--- src/rtl/avalon_body_regs.sv ---
// Avalon-MM register file for per-body radius/x/y/z with a shadow bank that is
// copied atomically into the active bank on a synchronised VS edge or on software command.
module avalon_body_regs #(
  parameter int NUM_BODIES = 2,
  parameter int ADDR_W     = 5
) (
  input  logic                      CLK,
  input  logic                      RESET,
  input  logic                      AVL_CS,
  input  logic                      AVL_READ,
  input  logic                      AVL_WRITE,
  input  logic [3:0]                AVL_BYTE_EN,
  input  logic [ADDR_W-1:0]         AVL_ADDR,
  input  logic [31:0]               AVL_WRITEDATA,
  output logic [31:0]               AVL_READDATA,
  output logic                      AVL_READDATAVALID,
  input  logic                      VS_IN,
  output logic [128*NUM_BODIES-1:0] ACTIVE_REGS,
  output logic [15:0]               FRAME_COUNT,
  output logic                      FRAME_IRQ
);

  localparam int NUM_REGS = 4 * NUM_BODIES;
  localparam logic [ADDR_W-1:0] CTRL_ADDR   = ADDR_W'(NUM_REGS);
  localparam logic [ADDR_W-1:0] STATUS_ADDR = ADDR_W'(NUM_REGS + 1);

  generate
    if (NUM_REGS + 2 > 2 ** ADDR_W) begin : g_addr_check
      $error("avalon_body_regs: ADDR_W too small for NUM_BODIES");
    end
  endgenerate

  function automatic logic [31:0] byte_merge(input logic [31:0] old_v,
                                             input logic [31:0] new_v,
                                             input logic [3:0]  be);
    logic [31:0] res;
    for (int i = 0; i < 4; i++) begin
      res[8*i +: 8] = be[i] ? new_v[8*i +: 8] : old_v[8*i +: 8];
    end
    return res;
  endfunction

  logic [31:0] shadow_r [NUM_REGS];
  logic [31:0] active_r [NUM_REGS];
  logic        arm_r, irq_en_r, commit_now_r, commit_done_r;
  logic        vs_s1_r, vs_s2_r, vs_s3_r;
  logic        frame_irq_r, rdvalid_r;
  logic [15:0] frame_count_r;
  logic [31:0] rdata_r;

  logic        wr_s, rd_s, ctrl_wr_s, status_rd_s, edge_s, commit_s;
  logic [31:0] rdata_s;

  assign wr_s        = AVL_CS & AVL_WRITE;
  assign rd_s        = AVL_CS & AVL_READ;
  assign ctrl_wr_s   = wr_s & (AVL_ADDR == CTRL_ADDR);
  assign status_rd_s = rd_s & (AVL_ADDR == STATUS_ADDR);
  assign edge_s      = vs_s2_r & ~vs_s3_r;
  // The edge only commits against the ARM value held before any same-cycle CTRL write.
  assign commit_s    = (edge_s & arm_r) | commit_now_r;

  // Read mux: shadow words, CTRL, STATUS, zero elsewhere.
  always_comb begin
    rdata_s = 32'h0000_0000;
    if (AVL_ADDR == CTRL_ADDR) begin
      rdata_s = {29'h0, irq_en_r, 1'b0, arm_r};
    end else if (AVL_ADDR == STATUS_ADDR) begin
      rdata_s = {frame_count_r, 14'h0, arm_r, commit_done_r};
    end else begin
      for (int i = 0; i < NUM_REGS; i++) begin
        if (AVL_ADDR == ADDR_W'(i)) begin
          rdata_s = shadow_r[i];
        end else begin
          rdata_s = rdata_s;
        end
      end
    end
  end

  // Three-flop VS synchroniser.
  always_ff @(posedge CLK) begin
    if (RESET) begin
      vs_s1_r <= 1'b0;
      vs_s2_r <= 1'b0;
      vs_s3_r <= 1'b0;
    end else begin
      vs_s1_r <= VS_IN;
      vs_s2_r <= vs_s1_r;
      vs_s3_r <= vs_s2_r;
    end
  end

  // Shadow bank takes byte-lane writes; active bank copies the pre-write shadow on commit.
  always_ff @(posedge CLK) begin
    if (RESET) begin
      for (int i = 0; i < NUM_REGS; i++) begin
        shadow_r[i] <= 32'h0000_0000;
        active_r[i] <= 32'h0000_0000;
      end
    end else begin
      for (int i = 0; i < NUM_REGS; i++) begin
        if (wr_s && (AVL_ADDR == ADDR_W'(i))) begin
          shadow_r[i] <= byte_merge(shadow_r[i], AVL_WRITEDATA, AVL_BYTE_EN);
        end
        if (commit_s) begin
          active_r[i] <= shadow_r[i];
        end
      end
    end
  end

  // Control, frame counter, commit_done and interrupt.
  always_ff @(posedge CLK) begin
    if (RESET) begin
      arm_r         <= 1'b0;
      irq_en_r      <= 1'b0;
      commit_now_r  <= 1'b0;
      commit_done_r <= 1'b0;
      frame_count_r <= 16'h0000;
      frame_irq_r   <= 1'b0;
    end else begin
      commit_now_r <= ctrl_wr_s & AVL_BYTE_EN[0] & AVL_WRITEDATA[1];
      if (ctrl_wr_s && AVL_BYTE_EN[0]) begin
        arm_r    <= AVL_WRITEDATA[0];
        irq_en_r <= AVL_WRITEDATA[2];
      end else if (commit_s) begin
        arm_r <= 1'b0;
      end
      if (commit_s) begin
        frame_count_r <= frame_count_r + 16'd1;
      end
      if (commit_s) begin
        commit_done_r <= 1'b1;
      end else if (status_rd_s) begin
        commit_done_r <= 1'b0;
      end
      frame_irq_r <= commit_done_r & irq_en_r;
    end
  end

  // Fixed one-cycle read response.
  always_ff @(posedge CLK) begin
    if (RESET) begin
      rdata_r   <= 32'h0000_0000;
      rdvalid_r <= 1'b0;
    end else begin
      rdvalid_r <= rd_s;
      if (rd_s) begin
        rdata_r <= rdata_s;
      end
    end
  end

  generate
    for (genvar j = 0; j < NUM_REGS; j++) begin : g_active
      assign ACTIVE_REGS[32*j +: 32] = active_r[j];
    end
  endgenerate

  assign AVL_READDATA      = rdata_r;
  assign AVL_READDATAVALID = rdvalid_r;
  assign FRAME_COUNT       = frame_count_r;
  assign FRAME_IRQ         = frame_irq_r;

endmodule

--- config.mk ---
export PLATFORM = sky130hd
export DESIGN_NAME = avalon_body_regs
export DESIGN_NICKNAME = d
export VERILOG_FILES = /design/src/rtl/avalon_body_regs.sv
export SDC_FILE = /design/constraint.sdc
export NUM_CORES = 1
export LEC_CHECK = 0
export ABC_AREA = 1
export BUFFER_PORTS_ARGS = -buffer_cell sky130_fd_sc_hd__clkbuf_2
export CAP_MARGIN = 15
export CORE_MARGIN = 3
export CORE_UTILIZATION = 45
export CTS_CLUSTER_SIZE = 25
export DETAILED_ROUTE_END_ITERATION = 8
export HOLD_SLACK_MARGIN = 0.1
export PLACE_DENSITY = 0.67
export SYNTH_ARGS = -nofsm -noshare
export SYNTH_HDL_FRONTEND = slang
export SYNTH_SLANG_ARGS = --single-unit
--- constraint.sdc ---
create_clock -name CLK -period 6.79 [get_ports CLK]
set_input_delay 0.3395 -clock CLK [delete_from_list [all_inputs] [get_ports CLK]]
set_output_delay 0.3395 -clock CLK [all_outputs]
set_load 0.03 [all_outputs]
# After elaboration in Yosys (flattened, before gate mapping)
# Memory sizes are Yosys's and may differ from the RTL's.
# Cells that the tools add are included.
# W data, S select, Z words.
dict set report word_totals {
  out_inout_bits 306
  mem_bits_rw 512
  inputBits 47
  reg_bits 57
  mem_count 2
}
# name words width read_ports rd_ports_with_merged_regs wr line
set memory_table {}
lappend memory_table {active_r 8 32 8 0 8 44} ;# logic [31:0] active_r [NUM_REGS];
lappend memory_table {shadow_r 8 32 8 0 8 43} ;# logic [31:0] shadow_r [NUM_REGS];
dict set report op_classes {
  n_bitwise 27
  n_eq_ne 9
  n_reduce_logical 12
  muxes 91
  n_addsub 1
}
# cell count
set op_table {}
lappend op_table {{$mux W32} 26}
lappend op_table {{$mux W8} 32}
lappend op_table {{$mux W1} 33}
lappend op_table {{$eq A5 B3 Y1 const B} 4}
lappend op_table {{$or A1 B1 Y1} 17}
lappend op_table {{$add A16 B1 Y16 const B} 1}
lappend op_table {{$eq A5 B2 Y1 const B} 2}
lappend op_table {{$eq A5 B4 Y1 const B} 2}
lappend op_table {{$and A1 B1 Y1} 9}
lappend op_table {{$logic_and A1 B1 Y1} 9}
lappend op_table {{$eq A5 B1 Y1 const B} 1}
lappend op_table {{$logic_not A5 Y1} 1}
lappend op_table {{$reduce_bool A2 Y1} 2}
lappend op_table {{$not A1 Y1} 1}

# Longest topological paths before layout
# Gate-level depths: netlist of the first run.
dict set report logic_depth {
  word_depth 11
  mapped_depth 12
  depth_no_buf 11
}

# Worst setup path before layout of the first run
# OpenSTA, ideal clock, no wires.
dict set report synth_path {
  path_type {input port to flip-flop}
  startpoint {input port RESET}
  endpoint {memory active_r[0][0] (enable)}
  stages 4
  setup_slack_ns -0.211
  arrival_time_ns 5.029
  required_ns 4.818
  path_cell_list {clkbuf_1 -> inv_1 -> clkbuf_1 -> nand2_1}
}
# element line
set synth_lines {}
lappend synth_lines {{from (decl)} 8} ;# input logic RESET,
lappend synth_lines {{to (decl)} 44}

==> metrics.md, run 1 <==
| Metric | Value |
|---|---|
| P_leak | 12.0 nW |
| # clock sinks | 569 |
| RSZ-0062 raised after global routing | false |
| Largest net degree at the start of global routing | 130 |
| Vias per cell | approximately 5 |
| Clock slew seen by the registers of the worst setup and hold paths | 60 ps |
| Leading area contributor after synthesis | edfxtp_1 |
| Cell area after placement | 0.0254 mm^2 |
| Syn-to-layout area delta | 18.3% |
| Commonest cells post-synth | 556 x nor2_1, 512 x edfxtp_1, 348 x inv_1, 305 x nand2_1, 114 x a21oi_1 |
| Initial antenna violation count | 1 |
| Metal1 wirelength | around 25 mm |
| Area fraction of the dominant cell type after synthesis | 66.6% |
| Slew headroom | 24.9% |
| Period utilisation layout | 47.4% |
| H-tree level count | 2 |
| Pwr dens | 286 mW/mm^2 |
| Total congestion overflow | 0 |
| Synth warnings | 0 |
| DP Worst Slack | roughly 3000 ps |
| Sequential share of the synthesized area | between 70% and 80% |
| Post-synth EDFFs | 512 |
| Final nets | about 2,500 |
| Die Height | 232 um |
| Least-Margin Pin Slew | 1110 ps |
| Die ar. | 0.0540 mm^2 |
| Asr flop ratio synth | 0% |
| Worst EP required | 7020 ps |
| Longest Clk Path Bufs | 3 |
| Ports | 353 |
| Hold Crit Depth | 3 |
| Worst r2r src | arm_r$_SDFFE_PP0P_ |
| Worst reg-to-reg path cell count | 7 |
| Die width | 232 um |
| DPL Wire Length | 46.3 mm |
| Hold slack final | 202 ps |
| Most frequent cell after synthesis | nor2_1 |
| Synth area leaders | edfxtp_1 67%, nor2_1 9.0%, inv_1 5.7% |
| Yosys reg bits | 569 |
| CP Launch Type | input port |
| Flop-to-flop setup slack | 3870 ps |
| Mapped Cells | ~2,200 |
| Reg-to-Reg End | active_r[0][8]$_SDFFCE_PN0P_ |
| Share of cells above drive strength 1 | 19.0% |
| Crit path max fanout | 36 |
| Post-Syn Area | roughly 0.023 mm^2 |
| Top sig layer | met4 |
| Max-Cap Viols | 0 |
| Synth Flop Type | edfxtp_1 |
| Worst setup margin | between 3000 and 4000 ps |
| Synthesized area per cell | 10.7 um^2 |
| # fillers | about 4,500 |
| Initial core utilization | 45.8% |
| Final WL | roughly 64 mm |
| Final hold vios | 0 |
| Critical Path Sink | shadow_r[0][91]$_SDFFCE_PN0P_ |
| Register Area | 0.0165 mm^2 |
| Core Footprint | about 0.05 mm^2 |
| Worst Setup End Kind | flop |
| DR vias | 16,200 |
| CTS Buf Count | 58 |
| Outcome | completed |
| VDD IR-drop max | 0.181 mV |
| IO buf count | 352 |
| Area of the multi-input gates | 0.00482 mm^2 |
| DR iter-0 viols | around 1,600 |
| Slew Limit Fails | 0 |
| Syn Nets | 2,209 |
| CTS tree | yes |
| Synth cell types | 28 |
| Setup violations, final | 0 |
| Cts repair resizes | 0 |
| Arrival time worst endpoint | between 3000 and 4000 ps |
| Worst hold path class | in2reg |
| Root Driver | clkbuf_16 |
| Clock Skews | 15.2 ps |
| Met2 WL post-DR | 31.9 mm |
| Worst Setup SP | AVL_ADDR[2] |
| Min cycle time layout | 3220 ps |
| Crit Path Category | in2reg |
| Rows | 82 |
| First-pass GRT wire length | 93.8 mm |
| Wirelength per Cell | 19.9 um |
| Vias in the first global route | around 16,000 |
| Drt first pass iters | 6 |
| Drt drc | 0 |
| Fin Setup TNS | 0 ps |
| Total track usage | 23.2% |
| Clock Latency Late Sink | 610 ps |
| Routed met3 length | 4.31 mm |
| Post-route cell area | between 0.02 and 0.03 mm^2 |
| GPL Wtd Cong | 0.919 |
| Post-layout util | 54.2% |
| FMAX | 311 MHz |
| Post-route ant nets | 0 |
critical path, stage by stage:
cell	delay, ps
clkbuf_2	130
nor2_1	620
nand3_2	730
inv_1	370
nand2_1	80
buf_4	270
o21ai_0	890
report_power, final:
part	internal, mW	switching, mW
Sequential	3.99	0.0869
Combinational	0.110	0.434
Clock	1.86	1.32
Total	5.96	1.84
worst min path at each step:
stage                  startpoint                             to  slack [ps]
2_1_floorplan  vs_s1_r$_SDFF_PP0_             vs_s2_r$_SDFF_PP0_         390
3_3_place_gp   vs_s1_r$_SDFF_PP0_             vs_s2_r$_SDFF_PP0_         410
3_5_place_dp   vs_s2_r$_SDFF_PP0_             vs_s3_r$_SDFF_PP0_         410
4_1_cts         AVL_WRITEDATA[17]  shadow_r[0][81]$_SDFFCE_PN0P_         190
5_1_grt         AVL_WRITEDATA[16]  shadow_r[0][80]$_SDFFCE_PN0P_         190
6_report         AVL_WRITEDATA[9]  shadow_r[0][41]$_SDFFCE_PN0P_         200
through the flow:
stage | total power [mW] | cells
4_1_cts | 7.84 | 3213
5_1_grt | 8.03 | 3216
3_5_place_dp | 4.70 | 3105
6_report | 7.80 | 3217
2_1_floorplan | 4.47 | 2161
3_3_place_gp | 4.69 | 3105
per-layer routing:
metal	up-vias	global-route usage, %
li1	7618	-
met1	7799	29.2
met2	683	40.2
met3	149	3.06
met4	0	10.5
met5	-	0
cell type report:
type | instances | area share (%)
flip-flops and latches | 569 | 60.5
well taps | 672 | 3.08
inverters | 357 | 4.93
multi-input cells | 1141 | 17.6
clock inverters | 35 | 1.18
diodes | 1 | 0.00916
clock buffers | 72 | 5.74
repair buffers | 370 | 6.95
cell families (layout without fill, tap and decap cells):
| group | after synthesis | after routing | synth area share [%] |
|---|---|---|---|
| other cells | 0 | 1 | 0 |
| xor+xnor | 1 | 1 | 0.0379 |
| buf+inv | 451 | 834 | 7.69 |
| simple gates | 958 | 958 | 16.6 |
| fa+ha+maj | 1 | 1 | 0.0542 |
| compound gates | 181 | 181 | 4.03 |
| flops | 569 | 569 | 71.5 |
flip-flops by register name, summed over array words and instances (netlist names):
name and count:
FRAME_COUNT 16, active_r 256, commit_done_r 1, vs_s3_r 1, vs_s1_r 1, commit_now_r 1, arm_r 1, shadow_r 256
AVL_READDATA 32, FRAME_IRQ 1, vs_s2_r 1, AVL_READDATAVALID 1, irq_en_r 1
repair_timing:
action	CTS	global route
hold buffers	1	0
endpoints found under the hold margin	1	0
endpoints found under the setup margin	0	0
setup buffers	0	0
layout by cell type, fill, tap and decap left out, drive strengths merged:
master,instances
clkinvlp,2
nor3,15
xor2,1
edfxtp,512
clkinv,26
nand3,32
o21ai,58
o31ai,1
dlygate4sd3,1
dfxtp,57
diode,1
bufinv,6
nand4,35
ha,1
and2,1
clkbuf,424
buf,17
o221ai,1
nor2,565
o211ai,7
inv,358
nand2,310
a21oi,114
No activity file was read; power rests on OpenSTA's default activity.
==> inputs of run 2 (changes only) <==
--- a/config.mk
+++ b/config.mk
@@ -13,7 +13,7 @@
 export CTS_CLUSTER_SIZE = 25
 export DETAILED_ROUTE_END_ITERATION = 8
 export HOLD_SLACK_MARGIN = 0.1
-export PLACE_DENSITY = 0.67
+export PLACE_DENSITY = 0.65
 export SYNTH_ARGS = -nofsm -noshare
 export SYNTH_HDL_FRONTEND = slang
 export SYNTH_SLANG_ARGS = --single-unit
==> constraint.sdc (replaced) <==
create_clock -name CLK -period 3.3 [get_ports CLK]
set_input_delay 0.165 -clock CLK [delete_from_list [all_inputs] [get_ports CLK]]
set_output_delay 0.165 -clock CLK [all_outputs]
set_load 0.03 [all_outputs]
==> metrics.md, run 2 (synthesis results as in run 1) <==
| Metric | Value |
|---|---|
| Clock Skews | roughly 13 ps |
| Core Footprint | around 0.05 mm^2 |
| Worst setup margin | around 740 ps |
| Total congestion overflow | 0 |
| Commonest non-fill, non-tap cell in the layout | nor2_1 |
| Initial antenna violation count | 3 |
| Drt first pass iters | 5 |
| H-tree level count | 2 |
| Fin Setup TNS | 0 ps |
| Total track usage | about a quarter |
| Pwr dens | about 570 mW/mm^2 |
| Worst Setup SP | AVL_WRITE |
| Min cycle time layout | 2560 ps |
| Most frequent cells in the layout | 555 x nor2_1, 512 x edfxtp_1, 352 x clkbuf_2 |
| GPL Wtd Cong | 0.886 |
| IO buf count | 352 |
| Rows | between 80 and 90 |
| Crit Path Category | in2reg |
| DR iter-0 viols | 1,470 |
| Die width | 232 um |
| Arrival time worst endpoint | 2780 ps |
| DPL Wire Length | 46.6 mm |
| Max-Cap Viols | 0 |
| DP Worst Slack | 617 ps |
| Syn-to-layout area delta | 20.6% |
| Vias in the first global route | 16,100 |
| Vias per cell | 5.00 |
| Drt drc | 0 |
| CTS tree | yes |
| Setup violations, final | 0 |
| Total power | 15.9 mW |
| RSZ-0062 raised after global routing | false |
| Worst reg-to-reg path cell count | 9 |
| Die Height | between 200 and 250 um |
| Final hold vios | 0 |
| Post-route ant nets | 0 |
| Hold Crit Depth | 3 |
| Worst r2r src | arm_r$_SDFFE_PP0P_ |
| Least-Margin Pin Slew | 1160 ps |
| P_leak | 12.2 nW |
| Worst EP required | about 3500 ps |
| Final nets | 2,605 |
| FMAX | 390 MHz |
| Worst Setup End Kind | flop |
| Slew headroom | 22.0% |
| Wirelength per Cell | 19.5 um |
| Crit path max fanout | 14 |
| Largest net degree at the start of global routing | 79 |
| Clock slew seen by the registers of the worst setup and hold paths | 70 ps |
| Worst hold path class | in2reg |
| Cts repair resizes | 0 |
| Ports | 353 |
| Die ar. | 0.0540 mm^2 |
| Clock Latency Late Sink | ~600 ps |
| Final WL | 63.9 mm |
| # clock sinks | between 500 and 600 |
| Initial core utilization | 45.8% |
| DR vias | 16,400 |
| VDD IR-drop max | 0.397 mV |
| Slew Limit Fails | 0 |
| Post-CTS setup buffer count | 0 |
| Outcome | completed |
| Post-route cell area | 0.0278 mm^2 |
| Root Driver | clkbuf_16 |
| Min-delay src | AVL_BYTE_EN[1] |
| Hold slack final | about 160 ps |
| Hold Buf Count CTS | 38 |
| CTS Buf Count | 56 |
| # fillers | 4,328 |
| Share of cells above drive strength 1 | 19.6% |
| First-pass GRT wire length | 93.9 mm |
| CP Launch Type | input port |
| Longest Clk Path Bufs | 3 |
| Cell area after placement | 0.0256 mm^2 |
| Period utilisation layout | 77.7% |
==> run 2: changes by cell type in the layout (fill, tap and decap cells not counted), sizes merged <==
cell         delta
clkinvlp        +2
buf            +23
inv             -1
dlygate4sd3    +37
clkbuf          -4
clkinv          +1
diode           +2
==> run 2: final cells by class <==
| class | count | area [um^2] | share of cell area (%) |
|---|---|---|---|
| diodes | 3 | 7.51 | 0.0270 |
| clock buffers | 66 | 1460 | 5.24 |
| clock inverters | 37 | 344 | 1.24 |
| inverters | 357 | 1350 | 4.83 |
| multi-input cells | 1141 | 4820 | 17.3 |
| flip-flops and latches | 569 | 16500 | 59.3 |
| well taps | 672 | 841 | 3.02 |
| repair buffers | 432 | 2520 | 9.05 |
==> run 2: layer usage <==
metal / global-route usage (%) / vias up / wire (um)
li1: - / 7758 / -
met1: 28.6 / 7883 / 24600
met2: 41.7 / 619 / 33000
met3: 3.32 / 130 / 4130
met4: 8.83 / 0 / 2250
met5: 0 / - / 0
==> run 2: critical path, cell delays in order <==
cell	delay (ps)
dlygate4sd3_1	530
clkbuf_2	100
nand2_1	80
nor2_1	240
buf_4	210
nand2_1	310
buf_4	310
o21ai_0	840
==> run 2: path summary, 6_finish.rpt <==
kind / endpoint / slack (ps)
min: shadow_r[1][107]$_SDFFCE_PP0P_ / 160
max: shadow_r[0][66]$_SDFFCE_PN0P_ / 740
max reg2reg: active_r[0][152]$_SDFFCE_PN0P_ / 980
min reg2reg: vs_s2_r$_SDFF_PP0_ / 420
==> run 2: power breakdown <==
| group | switching [mW] | internal [mW] | total (mW) |
|---|---|---|---|
| registers | 0.169 | 8.21 | 8.38 |
| logic | 0.895 | 0.274 | 1.17 |
| clock network | 2.70 | 3.62 | 6.33 |
==> run 2: per-stage QoR <==
step | cells | util, %
after floorplan | 2161 | -
after global placement | 3130 | 50.9
after detailed placement | 3130 | 50.9
after CTS | 3271 | 55.2
after global routing | 3276 | 55.3
final | 3277 | 55.3
==> inputs of run 3 (changes only) <==
==> constraint.sdc (replaced) <==
create_clock -name CLK -period 2.38 [get_ports CLK]
set_input_delay 0.119 -clock CLK [delete_from_list [all_inputs] [get_ports CLK]]
set_output_delay 0.119 -clock CLK [all_outputs]
set_load 0.03 [all_outputs]
==> metrics.md, run 3 (synthesis results as in run 1) <==
| Metric | Value |
|---|---|
| DP Worst Slack | 304 ps |
| Min cycle time layout | 2110 ps |
| Final WL | 63.8 mm |
| Slew Limit Fails | 0 |
| Cell mode on critical path | nor2_1 |
| FMAX | about 470 MHz |
| Drt first pass iters | 7 |
| DPL Wire Length | ~47 mm |
| Total track usage | a little under a quarter |
| Crit Path Category | reg2reg |
| CTS Buf Count | 58 |
| Vias per cell | 4.93 |
| Period utilisation layout | 88.5% |
| Crit path max fanout | 121 |
| CTS tree | yes |
| Post-CTS setup buffer count | 0 |
| Worst setup margin | 274 ps |
| P_leak | 12.5 nW |
| Area of the multi-input gates | around 0.0048 mm^2 |
| DR vias | 16,400 |
| Share of cells above drive strength 1 | 20.7% |
| First-pass GRT wire length | ~94 mm |
| Syn-to-layout area delta | 22.6% |
| Seq pwr share | 51.3% |
| Cell Chain, Critical Path | inv_1, nor2_1, nand2_1, nand2_1, inv_1, nor2_1, inv_6, buf_12, nor2_1 |
| VDD IR-drop max | 0.515 mV |
| Most frequent cells in the layout | 555 x nor2_1, 512 x edfxtp_1, 351 x clkbuf_2 |
| DR iter-0 viols | between 1,000 and 1,500 |
| Slowest stage delay, CP | 430 ps |
| Least-Margin Pin Slew | 746 ps |
| Clock Skews | about 18 ps |
| Die ar. | 0.0540 mm^2 |
| Initial antenna violation count | 1 |
| Clock Latency Late Sink | 620 ps |
| Max-Cap Viols | 0 |
| Final hold vios | 0 |
| Clk pwr share | 41.3% |
| IO buf count | between 300 and 400 |
| Comb power frac | 7.3% |
| Cts repair resizes | 0 |
| Total congestion overflow | 0 |
| Largest net degree at the start of global routing | about 120 |
| Wirelength per Cell | around 19 um |
| Worst EP required | 2720 ps |
| Final nets | 2,644 |
| Commonest non-fill, non-tap cell in the layout | nor2_1 |
| Setup violations, final | 0 |
| Register Area | around 0.017 mm^2 |
| Longest Clk Path Bufs | 3 |
| Pwr dens | 799 mW/mm^2 |
| Die Height | 232 um |
| H-tree level count | 2 |
| RSZ-0062 raised after global routing | false |
| Core Footprint | 0.0504 mm^2 |
| Slowest CP cell | buf_12 |
| Sw Pwr | 5.29 mW |
| Vias in the first global route | 16,200 |
| Fin Setup TNS | 0 ps |
| Clock slew seen by the registers of the worst setup and hold paths | 60 ps |
| Drt drc | 0 |
| Initial core utilization | 45.8% |
| Arrival time worst endpoint | 2440 ps |
| Ports | roughly 350 |
| Internal Power | 17.3 mW |
| Sw frac | 23.4% |
| Outcome | completed |
| Die width | 232 um |
| Post-route ant nets | 0 |
| Root Driver | clkbuf_16 |
| Worst Setup End Kind | flop |
| GPL Wtd Cong | ~0.86 |
| Worst hold path class | in2reg |
| Rows | 82 |
| # clock sinks | 569 |
| CP Launch Type | flop |
| # fillers | 4,374 |
| Slew headroom | 50.1% |
## run 3: cell count changes in the layout (fill, tap and decap cells not counted), moves of 3 or more
| cell | change |
|---|---|
| buf_4 | +36 |
| bufinv_16 | +3 |
| clkbuf_1 | +3 |
| dlygate4sd3_1 | +3 |
## run 3: stage by stage
stage          hold WS, ps  instance area, um^2  std cells  total power, mW  utilization, %
2_1_floorplan          226                23100       2161             12.7               -
3_3_place_gp           351                25900       3167             13.4            51.5
3_5_place_dp           340                25900       3167             13.4            51.5
4_1_cts                112                28300       3318             22.8            56.2
5_1_grt                160                28300       3319             23.4            56.2
6_report               149                28300       3319             22.6            56.2
## run 3: power by group through the flow
stage | combinational (mW) | clock (mW) | sequential (mW)
6_report | 1.66 | 9.35 | 11.6
3_5_place_dp | 1.62 | 0 | 11.8
4_1_cts | 1.68 | 9.50 | 11.6
3_3_place_gp | 1.61 | 0 | 11.8
5_1_grt | 1.79 | 9.92 | 11.6
2_1_floorplan | 0.563 | 0 | 12.2
## run 3: critical path, delay by kind of cell (launching register included)
family / cells / cell delay (ps)
DFF: 1 / 300
and+or+nand+nor: 5 / 440
buffers and inverters: 4 / 970
## run 3: layout make-up
type / instances / share of cell area (%)
inverters: 357 / 4.75
multi-input cells: 1141 / 17.0
clock inverters: 39 / 1.55
well taps: 672 / 2.97
repair buffers: 469 / 9.97
clock buffers: 71 / 5.38
flip-flops and latches: 569 / 58.4
diodes: 1 / 0.00884
## run 3: timing repair
| item | CTS | global route |
|---|---|---|
| endpoints found under the hold margin | 329 | 0 |
| setup endpoints to repair | 0 | 0 |
| hold buffers | 41 | 0 |
## run 3: layer usage
metal  track usage, %  vias up  routed length (um)
li1                 -     7809                   -
met1             27.6     7858               24100
met3             4.00      107                4140
met5                0        -                   0
met4             7.43        0                2010
met2             42.8      590               33600
## run 3: worst paths after layout
| check | depth (start not counted) | slack, ps | startpoint | end |
|---|---|---|---|---|
| setup / recovery | 9 | 270 | arm_r$_SDFFE_PP0P_ | active_r[0][53]$_SDFFCE_PN0P_ |
| hold / removal | 4 | 150 | AVL_READ | AVL_READDATAVALID$_SDFF_PP0_ |
| setup reg to reg | 9 | 270 | arm_r$_SDFFE_PP0P_ | active_r[0][53]$_SDFFCE_PN0P_ |
| hold reg to reg | 2 | 420 | vs_s1_r$_SDFF_PP0_ | vs_s2_r$_SDFF_PP0_ |
